## src/rtl/branch_cond_unit.sv

```systemverilog
// branch_cond_unit: flag file with same-cycle forwarding, 16-way branch
// condition evaluation, registered taken pulse and multi-cycle flush sequencer.
// Optional statistics counters are enabled by defining BRANCH_STATS_EN.
module branch_cond_unit #(
    parameter int unsigned DATA_W       = 16,
    parameter int unsigned FLUSH_CYCLES = 2,
    parameter int unsigned CNT_W        = 16
) (
    input  logic              clk,
    input  logic              rst,
    input  logic              flag_we,
    input  logic [DATA_W-1:0] alu_result,
    input  logic              alu_carry,
    input  logic              alu_ovf,
    input  logic              br_valid,
    input  logic [3:0]        BS,
    input  logic              stall,
    output logic              MP,
    output logic              flush,
    output logic              br_busy,
`ifdef BRANCH_STATS_EN
    output logic [CNT_W-1:0]  br_count,
    output logic [CNT_W-1:0]  taken_count,
`endif
    output logic [3:0]        flags_q
);

    localparam int unsigned FC_W = 4;

    typedef enum logic {
        S_IDLE  = 1'b0,
        S_FLUSH = 1'b1
    } state_t;

    // Reject parameter values outside the supported range at elaboration
    generate
        if (FLUSH_CYCLES < 1 || FLUSH_CYCLES > 15 || CNT_W < 1 || DATA_W < 1) begin : g_param_check
            $error("branch_cond_unit: illegal parameter value");
        end
    endgenerate

    state_t            state_q, state_d;
    logic [FC_W-1:0]   cnt_q, cnt_d;
    logic              mp_d, flush_d;
    logic [3:0]        flags_new_c;
    logic [3:0]        flags_eff_c;
    logic              cond_c;
    logic              accept_c;
    logic              taken_c;

    // Flags derived from the ALU this cycle and the forwarded view used for evaluation
    always_comb begin
        flags_new_c = {(alu_result == '0), alu_result[DATA_W-1], alu_carry, alu_ovf};
        flags_eff_c = flag_we ? flags_new_c : flags_q;
    end

    // Branch condition decode over effective {Z,N,C,V}
    always_comb begin
        logic z, n, c, v;
        z      = flags_eff_c[3];
        n      = flags_eff_c[2];
        c      = flags_eff_c[1];
        v      = flags_eff_c[0];
        cond_c = 1'b0;
        case (BS)
            4'd0:  cond_c = z;
            4'd1:  cond_c = ~z;
            4'd2:  cond_c = ~n;
            4'd3:  cond_c = n;
            4'd4:  cond_c = 1'b0;
            4'd5:  cond_c = 1'b1;
            4'd6:  cond_c = c;
            4'd7:  cond_c = ~c;
            4'd8:  cond_c = v;
            4'd9:  cond_c = ~v;
            4'd10: cond_c = ~z & (n ~^ v);
            4'd11: cond_c = z | (n ^ v);
            4'd12: cond_c = n ~^ v;
            4'd13: cond_c = n ^ v;
            4'd14: cond_c = c & ~z;
            4'd15: cond_c = ~c | z;
            default: cond_c = 1'b0;
        endcase
    end

    // Next-state, flush counter and registered-output next values
    always_comb begin
        state_d  = state_q;
        cnt_d    = cnt_q;
        mp_d     = 1'b0;
        accept_c = 1'b0;
        taken_c  = 1'b0;
        case (state_q)
            S_IDLE: begin
                if (br_valid && !stall) begin
                    accept_c = 1'b1;
                    if (cond_c) begin
                        taken_c = 1'b1;
                        mp_d    = 1'b1;
                        state_d = S_FLUSH;
                        cnt_d   = FC_W'(FLUSH_CYCLES - 1);
                    end
                end
            end
            S_FLUSH: begin
                if (!stall) begin
                    if (cnt_q == '0) begin
                        state_d = S_IDLE;
                    end else begin
                        cnt_d = cnt_q - FC_W'(1);
                    end
                end
            end
            default: state_d = S_IDLE;
        endcase
        flush_d = (state_d == S_FLUSH);
    end

    // State, counter and output registers
    always_ff @(posedge clk) begin
        if (rst) begin
            state_q <= S_IDLE;
            cnt_q   <= '0;
            MP      <= 1'b0;
            flush   <= 1'b0;
            br_busy <= 1'b0;
        end else begin
            state_q <= state_d;
            cnt_q   <= cnt_d;
            MP      <= mp_d;
            flush   <= flush_d;
            br_busy <= flush_d;
        end
    end

    // Flag file capture; held while stalled
    always_ff @(posedge clk) begin
        if (rst) begin
            flags_q <= 4'b0000;
        end else if (flag_we && !stall) begin
            flags_q <= flags_new_c;
        end
    end

`ifdef BRANCH_STATS_EN
    // Saturating branch statistics; accept/taken already exclude stalled cycles
    always_ff @(posedge clk) begin
        if (rst) begin
            br_count    <= '0;
            taken_count <= '0;
        end else begin
            if (accept_c && (br_count != '1)) begin
                br_count <= br_count + CNT_W'(1);
            end
            if (taken_c && (taken_count != '1)) begin
                taken_count <= taken_count + CNT_W'(1);
            end
        end
    end
`else
    // Accept/taken strobes only feed the optional statistics counters
    logic unused_stats_c;
    assign unused_stats_c = accept_c ^ taken_c;
`endif

endmodule

```

## config.mk

```make
export PLATFORM = sky130hd
export DESIGN_NAME = branch_cond_unit
export DESIGN_NICKNAME = d
export VERILOG_FILES = /design/src/rtl/branch_cond_unit.sv
export SDC_FILE = /design/constraint.sdc
export NUM_CORES = 1
export LEC_CHECK = 0
export BUFFER_PORTS_ARGS = -buffer_cell sky130_fd_sc_hd__buf_2
export CORE_AREA = 4 4 48 50
export CTS_CLUSTER_SIZE = 28
export DETAILED_ROUTE_END_ITERATION = 12
export DIE_AREA = 0 0 52 54
export GPL_ROUTABILITY_DRIVEN = 0
export PLACE_DENSITY = 0.82
export SKIP_CTS_REPAIR_TIMING = 1
export SLEW_MARGIN = 20
export SYNTH_ARGS = -nofsm -noshare
export SYNTH_HDL_FRONTEND = slang
export SYNTH_SLANG_ARGS = --single-unit
```

## constraint.sdc

```tcl
create_clock -name clk -period 1.7 [get_ports clk]
set_input_delay 0.255 -clock clk [delete_from_list [all_inputs] [get_ports clk]]
set_output_delay 0.255 -clock clk [all_outputs]
set_load 0.03 [all_outputs]
```

Word-level counts from Yosys, hierarchy flattened --
Index checks and enable logic that the tools add are counted.
Operators by class: add/sub/neg operators 1, equality and inequality tests 19, muxes and demuxes 12, bitwise operators 11, reductions and logical operators 8
Operators by type and width (count):
- == test 4 bit, second input constant | 8
- 2-to-1 mux 4 bit | 5
- == test 4 x 3 -> 1 bit, second input constant | 4
- logical NOT 16 bit | 1
- one-hot mux 1 bit (16 select lines) | 1
- == test 4 x 2 -> 1 bit, second input constant | 2
- logical NOT 4 bit | 2
- inequality test 2 bit, second input constant | 4
- one-hot mux 4 bit (2 select lines) | 1
- inverter 1 bit | 5
- == test 4 x 1 -> 1 bit, second input constant | 1
- 2-to-1 mux 1 bit | 4
- AND reduction 4 bit | 1
- subtractor 4 x 1 -> 4 bit, second input constant | 1
- bitwise AND 1 bit | 2
- logical AND 1 bit | 2
- bitwise OR 1 bit | 2
- one-hot mux 1 bit (2 select lines) | 1
- OR reduction 2 bit | 1
- logical NOT 1 bit | 1
- bitwise XNOR 1 bit | 1
- bitwise XOR 1 bit | 1
Word-level totals: register bits 10, input bits 27

Depth between registers and ports, before layout --
Gate-level depths: netlist of the first run.
depth after elaboration 8, depth in mapped cells 8, depth with buffers taken out 7

Worst setup path after synthesis of the first run --
OpenSTA, ideal clock, no wires.
path type register to register, from register flags_q[0], to register cnt_q[0], setup time 120 ps, data arrival time 1822 ps, required time 1580 ps, setup slack -242 ps, stages on the path, launching flop included 8, clock period less this slack 1942 ps, cells stage by stage dfxtp_1 > xor2_1 > mux2i_2 > a21oi_1 > o311a_1 > o21ai_1 > a31oi_2 > o31a_1
Between the ends: cells in the longest elaborated chain, start to end 6
RTL lines:
- from (decl) | RTL line 25 | output logic [3:0] flags_q
- from (signal assigned) | RTL line 141 | flags_q <= flags_new_c;
- 2-to-1 mux 4 bit * | RTL line 54 | flags_eff_c = flag_we ? flags_new_c : flags_q;
- bitwise XOR 1 bit / bitwise XNOR 1 bit (equally long branches)
- bitwise OR 1 bit / bitwise AND 1 bit (equally long branches) | RTL line 77, 76
- one-hot mux 1 bit (16 select lines) * | RTL line 65 | case (BS)
- inequality test 2 bit (no source line) *
- AND reduction 4 bit (no source line) *
- to (signal assigned) | RTL line 129 | cnt_q <= cnt_d;
- to (decl) | RTL line 43 | logic [FC_W-1:0] cnt_q, cnt_d;
Every way passes the cells marked *; elsewhere a longest branch is shown, timed or not. A chain may end at the register's enable or synchronous reset.

Final worst setup path of the first run --
from register flags_q[2], to register cnt_q[0]
The elaborated chain is that of the path after synthesis.

==> impl_metrics.csv, run 1 <==
group,metric,value,unit
power,p_leak,0.000454,uW
synthesis,synth.top_cells.by_count,"11 x nor2_1, 10 x dfxtp_1, 7 x inv_1",
sta,fmax,551,MHz
final_layout,diodes,0,
floorplan,num_rows,16,
synthesis,syn_avg_cell_area,8.04,sq um
setup_path,r2r-start,"flags_q[2]",
setup_path,r2r_end,"cnt_q[0]",
sta,tightest_slew,0.470,ns
route,route.detailed.drc,0,
setup_path,r2r_slack,-0.12,ns
cts,ctsRootBufferMaster,"clkbuf_4",
global_routing,met1_usage,16.6,%
setup_path,crit_path_end_kind,"register",
cts,cts_buffers,3,
global_routing,grt_antenna_before_repair,0,
floorplan,die_h,54,microns
sta,timing.hold.ws,0.274,ns
synthesis,synth-edff-count,0,
place,dpl_cell_area,971,sq um
cts,clock-sinks,10,
synthesis,synthCells,92,
setup_path,crit_fanout,4,
setup_path,cp.required,1.87,ns
global_routing,grt_overflow,0,
final_layout,postLayoutCellArea,1060,sq um
synthesis,synth_top_area_share,27.1,%
synthesis,synth_seq_area_share,27.1,%
route,wl_per_cell,13.6,microns
synthesis,syn_nets,120,
sta,drv_slew,0,
route,num_vias,894,
sta,fin_skew,0.000626,ns
setup_path,criticalPathCategory,"register to register",
sta,finalSetupTns,-0.202,ns
sta,hold_viol_final,0,
floorplan,dieArea,2810,sq um
hold_path,whs_path_depth,3,
floorplan,initial_core_util,38.9,%
place,place_inst,153,
route,drtIter0Drc,10,
synthesis,synth.largest_area_cell,"dfxtp_1",
route,viasPerCell,5.66,
cts,htreeDepth,1,
floorplan,core_area,1900,sq um
job,maxCapViolCount,0,
synthesis,synthFlopType,"dfxtp_1",
power,ir_worst_vdd,259,uV
route,routed_wl,2140,microns
place,dp_hpwl,1700,microns
cts,cts_tree,"built",
synthesis,async_flop_share,0,%
global_routing,grt_start_max_net_pins,16,
sta,min_period,1.82,ns
synthesis,yosysWarnings,0,
outcome,violations,"setup timing",
floorplan,ioPinCount,34,
setup_path,rr_worst_depth,7,
hold_path,hold_class,"input port to register",
sta,post-route-period-util,107,%
hold_path,min_from,"alu_carry",
global_routing,top_usage_layer,"met2",
sta,setup_violations,5,
power,p_per_area,582,nW/um^2
sta,setup_ws,-0.116,ns
final_layout,stdcell_count,158,
floorplan,fp.dieW,52,microns
synthesis,ys_types,37,
global_routing,grt_usage,16.5,%
synthesis,synth_seq_cells,10,
outcome,status,"complete, but fails checks",
final_layout,nets,160,
final_layout,drive_gt1_share,47.3,%
hold_path,hold_path_end,"flags_q[1]",
global_routing,grt_pass1_wl,3400,microns
setup_path,startpoint_type,"register",
cts,clkLatencyLatePin,0.27,ns
sta,rsz0062_at_grt,"true",
final_layout,num-fill-cells,183,
final_layout,final_util,55.9,%
place,io_buffer_count,33,
cts,clock_path_buffers,2,
synthesis,ys_top_cells_by_area,"dfxtp_1 27%, nor2_1 5.6%, mux2i_1 5.4%, a21oi_1 4.1%, mux2i_2 3.7%",
sta,slew_headroom,68.6,%
final_layout,syn_to_final_growth,43.8,%
synthesis,yosysMostFrequentCell,"nor2_1",
synthesis,syn-cell-area,739,sq um
global_routing,grtUsageMet3,3.05,%
global_routing,use_met2,31.4,%
setup_path,arrival,1.98,ns
route,drt_pass1_iterations,5,
route,antenna_left,0,
cts,cts.clk_slew.worst_paths,0.07,ns
global_routing,grt_pass1_vias,855,
## how the worst max path moves through the flow
stage / startpoint / to / slack (ns) / depth (start not counted)
after floorplan: flags_q[2] / cnt_q[0] / -0.03 / 7
after global placement: alu_result[15] / cnt_q[2] / -0.15 / 8
after CTS: flags_q[2] / cnt_q[2] / -0.13 / 7
after global routing: flags_q[2] / cnt_q[0] / -0.14 / 7
after detailed placement: alu_result[15] / cnt_q[2] / -0.24 / 8
final: flags_q[2] / cnt_q[0] / -0.12 / 7
## final cells by class
class | count | area [sq um] | area share (%)
Clock buffer | 4 | 26.3 | 2.47
Inverter | 7 | 26.3 | 2.47
Multi-Input combinational cell | 70 | 551 | 51.8
Sequential cell | 10 | 209 | 19.6
Tap cell | 27 | 33.8 | 3.18
Timing Repair Buffer | 40 | 218 | 20.5
## sequential cells by signal, indices dropped and copies added, names as in the netlist
signal and flops:
MP 1, cnt_q 4, flags_q 4, state_q 1
## kinds of logic after synthesis
group,after synthesis,synth area share (%)
AOI/OAI and AO/OA,24,23.0
xor gates and xnor gates,2,2.37
adders and majority gates,1,1.69
buffers and inverters,12,7.78
DFF,10,27.1
muxes,7,12.2
and+or+nand+nor,36,25.9
## per-layer routing
metal / part of all wire (%) / wire (microns) / up-vias
met3: 8.6 / 184 / 12
met2: 51 / 1090 / 48
met4: 3.3 / 70 / 0
li1: - / - / 423
met5: 0 / 0 / -
met1: 37 / 797 / 411
## layout by cell type, fill, tap and decap left out, types with 2 or more instances in the layout
master     n
buf_2     33
nor2_1    10
dfxtp_1    7
inv_1      7
buf_4      7
a21oi_1    5
nand2_1    4
nor2b_1    3
mux2i_1    3
nand3b_1   3
mux2i_2    3
a211oi_1   3
clkbuf_4   3
nor4_1     2
nor4_2     2
xor2_1     2
o21ai_0    2
nor3_1     2
a31oi_1    2
dfxtp_4    2
## critical path, stage by stage, from the launching register on
cell and delay [ns]:
dfxtp_4 0.35, xor2_1 0.16, mux2i_2 0.24, a21oi_1 0.08, o311a_1 0.31, o21ai_2 0.19
a31oi_4 0.13, o31a_1 0.25
## power by group
part | internal [uW] | leakage, uW | total [uW] | switching [uW]
Combinational | 84.5 | 0.000356 | 191 | 106
Sequential | 241 | 0.0000831 | 249 | 8.12
Clock | 91.1 | 0.0000150 | 179 | 88.4
Total | 417 | 0.000454 | 619 | 202
## stage by stage
| stage | worst slack [ns] | total power [uW] |
|---|---|---|
| after floorplan | -0.0271 | 354 |
| after global placement | -0.151 | 417 |
| after detailed placement | -0.235 | 425 |
| after CTS | -0.130 | 602 |
| after global routing | -0.145 | 656 |
| final | -0.116 | 619 |
Note: power is estimated with default switching activity, not from simulation.
==> inputs of run 2 (changes only) <==
--- a/config.mk
+++ b/config.mk
@@ -11,9 +11,11 @@
 export DETAILED_ROUTE_END_ITERATION = 12
 export DIE_AREA = 0 0 52 54
 export GPL_ROUTABILITY_DRIVEN = 0
+export GPL_TIMING_DRIVEN = 0
 export PLACE_DENSITY = 0.82
 export SKIP_CTS_REPAIR_TIMING = 1
 export SLEW_MARGIN = 20
 export SYNTH_ARGS = -nofsm -noshare
 export SYNTH_HDL_FRONTEND = slang
 export SYNTH_SLANG_ARGS = --single-unit
+export TNS_END_PERCENT = 20
==> run 2 against run 1 <==
  * Global-route usage decreased by 1.8 points
  * Critical endpoint unchanged
  * The flow still finishes with violations (setup timing)
  * Combinational power fell by 11%
  * Via count down 6.8%
  * Critical path depth stayed put
  * Largest power group unchanged
==> impl_metrics.csv, run 2 (synthesis gave the netlist of run 1 again) <==
group,metric,value,unit
route,drt-met1-wl,766,microns
setup_path,arrival,2.00,ns
route,drtIter0Drc,11,
sta,slew_headroom,72.7,%
sta,fmax,546,MHz
global_routing,grt_pass1_vias,739,
outcome,status,"complete, but fails checks",
cts,cts.clk_slew.worst_paths,0.08,ns
final_layout,reg_top3,"cnt_q x4, flags_q x4",
setup_path,r2r_slack,-0.13,ns
power,ir_worst_vdd,457,uV
sta,setup_violations,4,
floorplan,initial_core_util,38.9,%
setup_path,cp.required,1.87,ns
setup_path,critPathTopFamily,"compound AO/OA/AOI/OAI gates",
power,p_per_area,646,nW/um^2
route,routed-wl-met3,183,microns
cts,ctsRootBufferMaster,"clkbuf_4",
setup_path,crit_chain,"xor2_1 -> mux2i_2 -> a21oi_1 -> o311a_1 -> o21ai_2 -> a31oi_4 -> o31a_1",
cts,clock_path_buffers,2,
cts,clock-sinks,10,
global_routing,grt_start_max_net_pins,11,
setup_path,criticalPathCategory,"register to register",
sta,rsz0062_at_grt,"true",
power,p_leak,0.000437,uW
floorplan,die_h,54,microns
setup_path,startpoint_type,"register",
setup_path,crit_path_end_kind,"register",
setup_path,critPathSlowestCell,"dfxtp_4",
outcome,violations,"setup timing",
place,dp_hpwl,1540,microns
sta,min_period,1.83,ns
global_routing,grt_overflow,0,
cts,cts_buffers,3,
job,maxCapViolCount,0,
final_layout,most-common-layout-cells,"32 x buf_2, 10 x nor2_1, 7 x dfxtp_1, 7 x inv_1, 6 x a21oi_1",
place,dp_slack,-0.307,ns
sta,fin_skew,0.00680,ns
route,antenna_left,0,
cts,clkLatencyLatePin,0.28,ns
route,wl_per_cell,12.6,microns
final_layout,syn_to_final_growth,36.2,%
final_layout,diodes,0,
place,io_buffer_count,31,
route,viasPerCell,5.37,
sta,setup_ws,-0.132,ns
route,route.detailed.drc,0,
sta,hold_viol_final,0,
global_routing,grt_antenna_before_repair,0,
sta,tightest_slew,0.410,ns
final_layout,nets,157,
route,routed_wl,1960,microns
route,wl_met2,1010,microns
floorplan,ioPinCount,34,
final_layout,drive_gt1_share,40.6,%
global_routing,grt_pass1_wl,3000,microns
sta,timing.hold.ws,0.266,ns
hold_path,hold_class,"input port to register",
global_routing,grt_usage,14.6,%
route,num_vias,833,
cts,htreeDepth,1,
route,top_layer,"met3",
floorplan,num_rows,16,
floorplan,core_area,1900,sq um
sta,drv_slew,0,
cts,cts_tree,"built",
final_layout,final_common_cell,"buf_2",
route,drt_pass1_iterations,4,
setup_path,path_buf_inv,0,
floorplan,dieArea,2810,sq um
power,finalPower,650,uW
floorplan,fp.dieW,52,microns
setup_path,crit_fanout,4,
setup_path,slowest_delay,0.36,ns
sta,post-route-period-util,108,%
-- run 2: metal layers --
| metal | track usage, % | vias to the layer above |
|---|---|---|
| met2 | 26.8 | 36 |
| met5 | 0 | - |
| met1 | 15.8 | 381 |
| met3 | 6.09 | 0 |
| met4 | 2.62 | 0 |
| li1 | - | 416 |
-- run 2: area by class of cell --
cell class / instances / area [sq um]
multi-input combinational: 70 / 508
inverter: 7 / 26.3
clock buffer: 4 / 36.3
timing repair buffer: 32 / 163
buffer: 5 / 31.3
sequential: 10 / 209
fill: 192 / 895
tap: 27 / 33.8
-- run 2: worst min-delay path, delay by kind of cell --
kind,cells,cell delay (ns)
simple gates,1,0.08
mux,1,0.07
buf+inv,1,0.11
-- run 2: final timing paths --
| check | from | to | cells past startpoint |
|---|---|---|---|
| max | flags_q[0] | cnt_q[0] | 7 |
| max reg2reg | flags_q[0] | cnt_q[0] | 7 |
| min | alu_ovf | flags_q[0] | 3 |
| min reg2reg | flags_q[1] | flags_q[1] | 2 |
-- run 2: power breakdown --
group	internal [uW]	total [uW]	switching, uW	leakage (uW)
sequential	241	250	8.69	0.0000831
clock	130	230	100	0.0000210
combinational	76.8	170	93.1	0.000333
total	448	650	202	0.000437
-- run 2: through the flow --
step	area [sq um]	cells	utilization [%]	TNS (ns)
global route	1010	155	53.0	-0.842
floorplan	752	92	-	-0.0750
global placement	941	150	49.5	-1.12
CTS	977	154	51.4	-0.715
detailed placement	941	150	49.5	-1.42
finish	1010	155	53.0	-0.196
==> inputs of run 3 (changes only) <==
--- a/config.mk
+++ b/config.mk
@@ -6,10 +6,12 @@
 export NUM_CORES = 1
 export LEC_CHECK = 0
 export BUFFER_PORTS_ARGS = -buffer_cell sky130_fd_sc_hd__buf_2
-export CORE_AREA = 4 4 48 50
+export CELL_PAD_IN_SITES_DETAIL_PLACEMENT = 0
+export CELL_PAD_IN_SITES_GLOBAL_PLACEMENT = 1
+export CORE_AREA = 4 4 47 70
 export CTS_CLUSTER_SIZE = 28
 export DETAILED_ROUTE_END_ITERATION = 12
-export DIE_AREA = 0 0 52 54
+export DIE_AREA = 0 0 51 74
 export GPL_ROUTABILITY_DRIVEN = 0
 export GPL_TIMING_DRIVEN = 0
 export PLACE_DENSITY = 0.82
==> run 3 against run 2 <==
  * Via count is 0.84% higher
  * First-iteration DRC count is 27% lower
  * Maximum frequency is 1.6% higher
  * The flow still finishes with violations (setup timing)
  * Worst setup slack better by 0.029 ns
  * Critical endpoint unchanged
  * Critical path depth stayed put
  * Largest power group is now clock
  * Count of clock-buffer cells in the layout stayed put
  * Register-to-register slack better by 0.03 ns
==> impl_metrics.csv, run 3 (synthesis gave the netlist of run 1 again) <==
group,metric,value,unit
outcome,status,"complete, but fails checks",
outcome,violations,"setup timing",
final_layout,postLayoutCellArea,1020,sq um
sta,post-route-period-util,106,%
setup_path,crit_fanout,4,
place,io_buffer_count,31,
final_layout,reg_top3,"cnt_q x4, flags_q x4",
cts,cts_buffers,3,
setup_path,crit_path_end_kind,"register",
job,maxCapViolCount,0,
route,num_vias,840,
hold_path,hold_class,"input port to register",
final_layout,drive_gt1_share,38.3,%
floorplan,num_rows,23,
final_layout,diodes,0,
setup_path,rr_worst_depth,7,
global_routing,grt_usage,11.1,%
global_routing,grt_start_max_net_pins,11,
cts,clock-sinks,10,
sta,hold_viol_final,0,
setup_path,slowest_delay,0.35,ns
final_layout,final_util,38.1,%
setup_path,criticalPathCategory,"register to register",
setup_path,cp.required,1.82,ns
floorplan,die_h,74,microns
sta,tightest_slew,0.459,ns
route,antenna_left,0,
cts,clkLatencyLatePin,0.23,ns
sta,fin_skew,0.00454,ns
final_layout,num-fill-cells,295,
setup_path,arrival,1.92,ns
global_routing,grt_overflow,0,
global_routing,grt_antenna_before_repair,0,
power,p_per_area,659,nW/um^2
cts,ctsRootBufferMaster,"clkbuf_8",
setup_path,startpoint_type,"register",
sta,rsz0062_at_grt,"true",
sta,drv_slew,0,
floorplan,ioPinCount,34,
final_layout,nets,157,
global_routing,grt_pass1_vias,867,
cts,cts_tree,"built",
route,viasPerCell,5.09,
route,drtIter0Drc,8,
floorplan,initial_core_util,27.6,%
floorplan,fp.dieW,51,microns
route,drt_pass1_iterations,4,
floorplan,dieArea,3770,sq um
sta,slew_headroom,69.4,%
sta,min_period,1.80,ns
hold_path,whs_path_depth,3,
sta,fmax,555,MHz
final_layout,final_common_cell,"buf_2",
floorplan,core_area,2680,sq um
setup_path,critPathSlowestCell,"dfxtp_4",
final_layout,most-common-layout-cells,"32 x buf_2, 11 x nor2_1, 7 x dfxtp_1, 7 x inv_1, 6 x a21oi_1",
global_routing,grt_pass1_wl,3320,microns
route,routed_wl,1980,microns
route,route.detailed.drc,0,
cts,clock_path_buffers,2,
final_layout,syn_to_final_growth,38.1,%
cts,cts.clk_slew.worst_paths,0.05,ns
cts,htreeDepth,1,
power,p_leak,0.000437,uW
power,ir_worst_vdd,321,uV
sta,setup_ws,-0.103,ns
sta,setup_violations,6,
place,dpl_cell_area,953,sq um
setup_path,crit_chain,"xor2_1 -> mux2i_2 -> a21oi_1 -> o311a_1 -> o21ai_2 -> a31oi_4 -> o31a_1",
route,wl_per_cell,12.0,microns
place,dp_hpwl,1630,microns
==> run 3: cell counts in the layout (fill, tap and decap cells not counted) <==
Identical to the previous run, type by type.
==> run 3: worst paths after layout <==
check	from	to	slack (ns)
setup / recovery	flags_q[2]	cnt_q[0]	-0.10
hold reg to reg	flags_q[1]	flags_q[1]	0.50
setup reg to reg	flags_q[2]	cnt_q[0]	-0.10
hold / removal	alu_carry	flags_q[1]	0.31
==> run 3: area by class of cell <==
type / instances / area (sq um) / share of cell area [%]
plain buffers: 5 / 31.3 / 3.06
well taps: 37 / 46.3 / 4.53
multi-input cells: 70 / 500 / 49.0
clock buffers: 4 / 45.0 / 4.41
flip-flops and latches: 10 / 209 / 20.5
inverters: 7 / 26.3 / 2.57
repair buffers: 32 / 163 / 15.9
==> run 3: critical path: cells and delay by family (launching register included) <==
family          cells  cell delay [ns]
compound gates      5             0.94
flops               1             0.35
mux                 1             0.23
xor+xnor            1             0.16
==> run 3: per-layer routing <==
layer	part of all wire [%]	track usage (%)
met5	0	0
met4	1.2	3.59
met2	50	20.5
met1	41	12.3
met3	7.6	2.40
==> run 3: per-stage QoR <==
stage	hold slack (ns)	power [uW]	instances	setup slack (ns)	TNS [ns]
finish	0.314	673	165	-0.103	-0.294
global route	0.338	707	165	-0.192	-0.953
CTS	0.309	675	164	-0.147	-0.579
detailed placement	0.496	413	160	-0.321	-1.54
global placement	0.488	409	160	-0.256	-1.19
floorplan	0.392	353	92	-0.0282	-0.0750
==> run 3: where the power goes <==
group | leakage (uW) | total [uW] | internal, uW | switching, uW
Combinational | 0.000331 | 166 | 74.3 | 91.4
Clock | 0.0000228 | 256 | 164 | 92.2
Sequential | 0.0000831 | 251 | 242 | 8.67
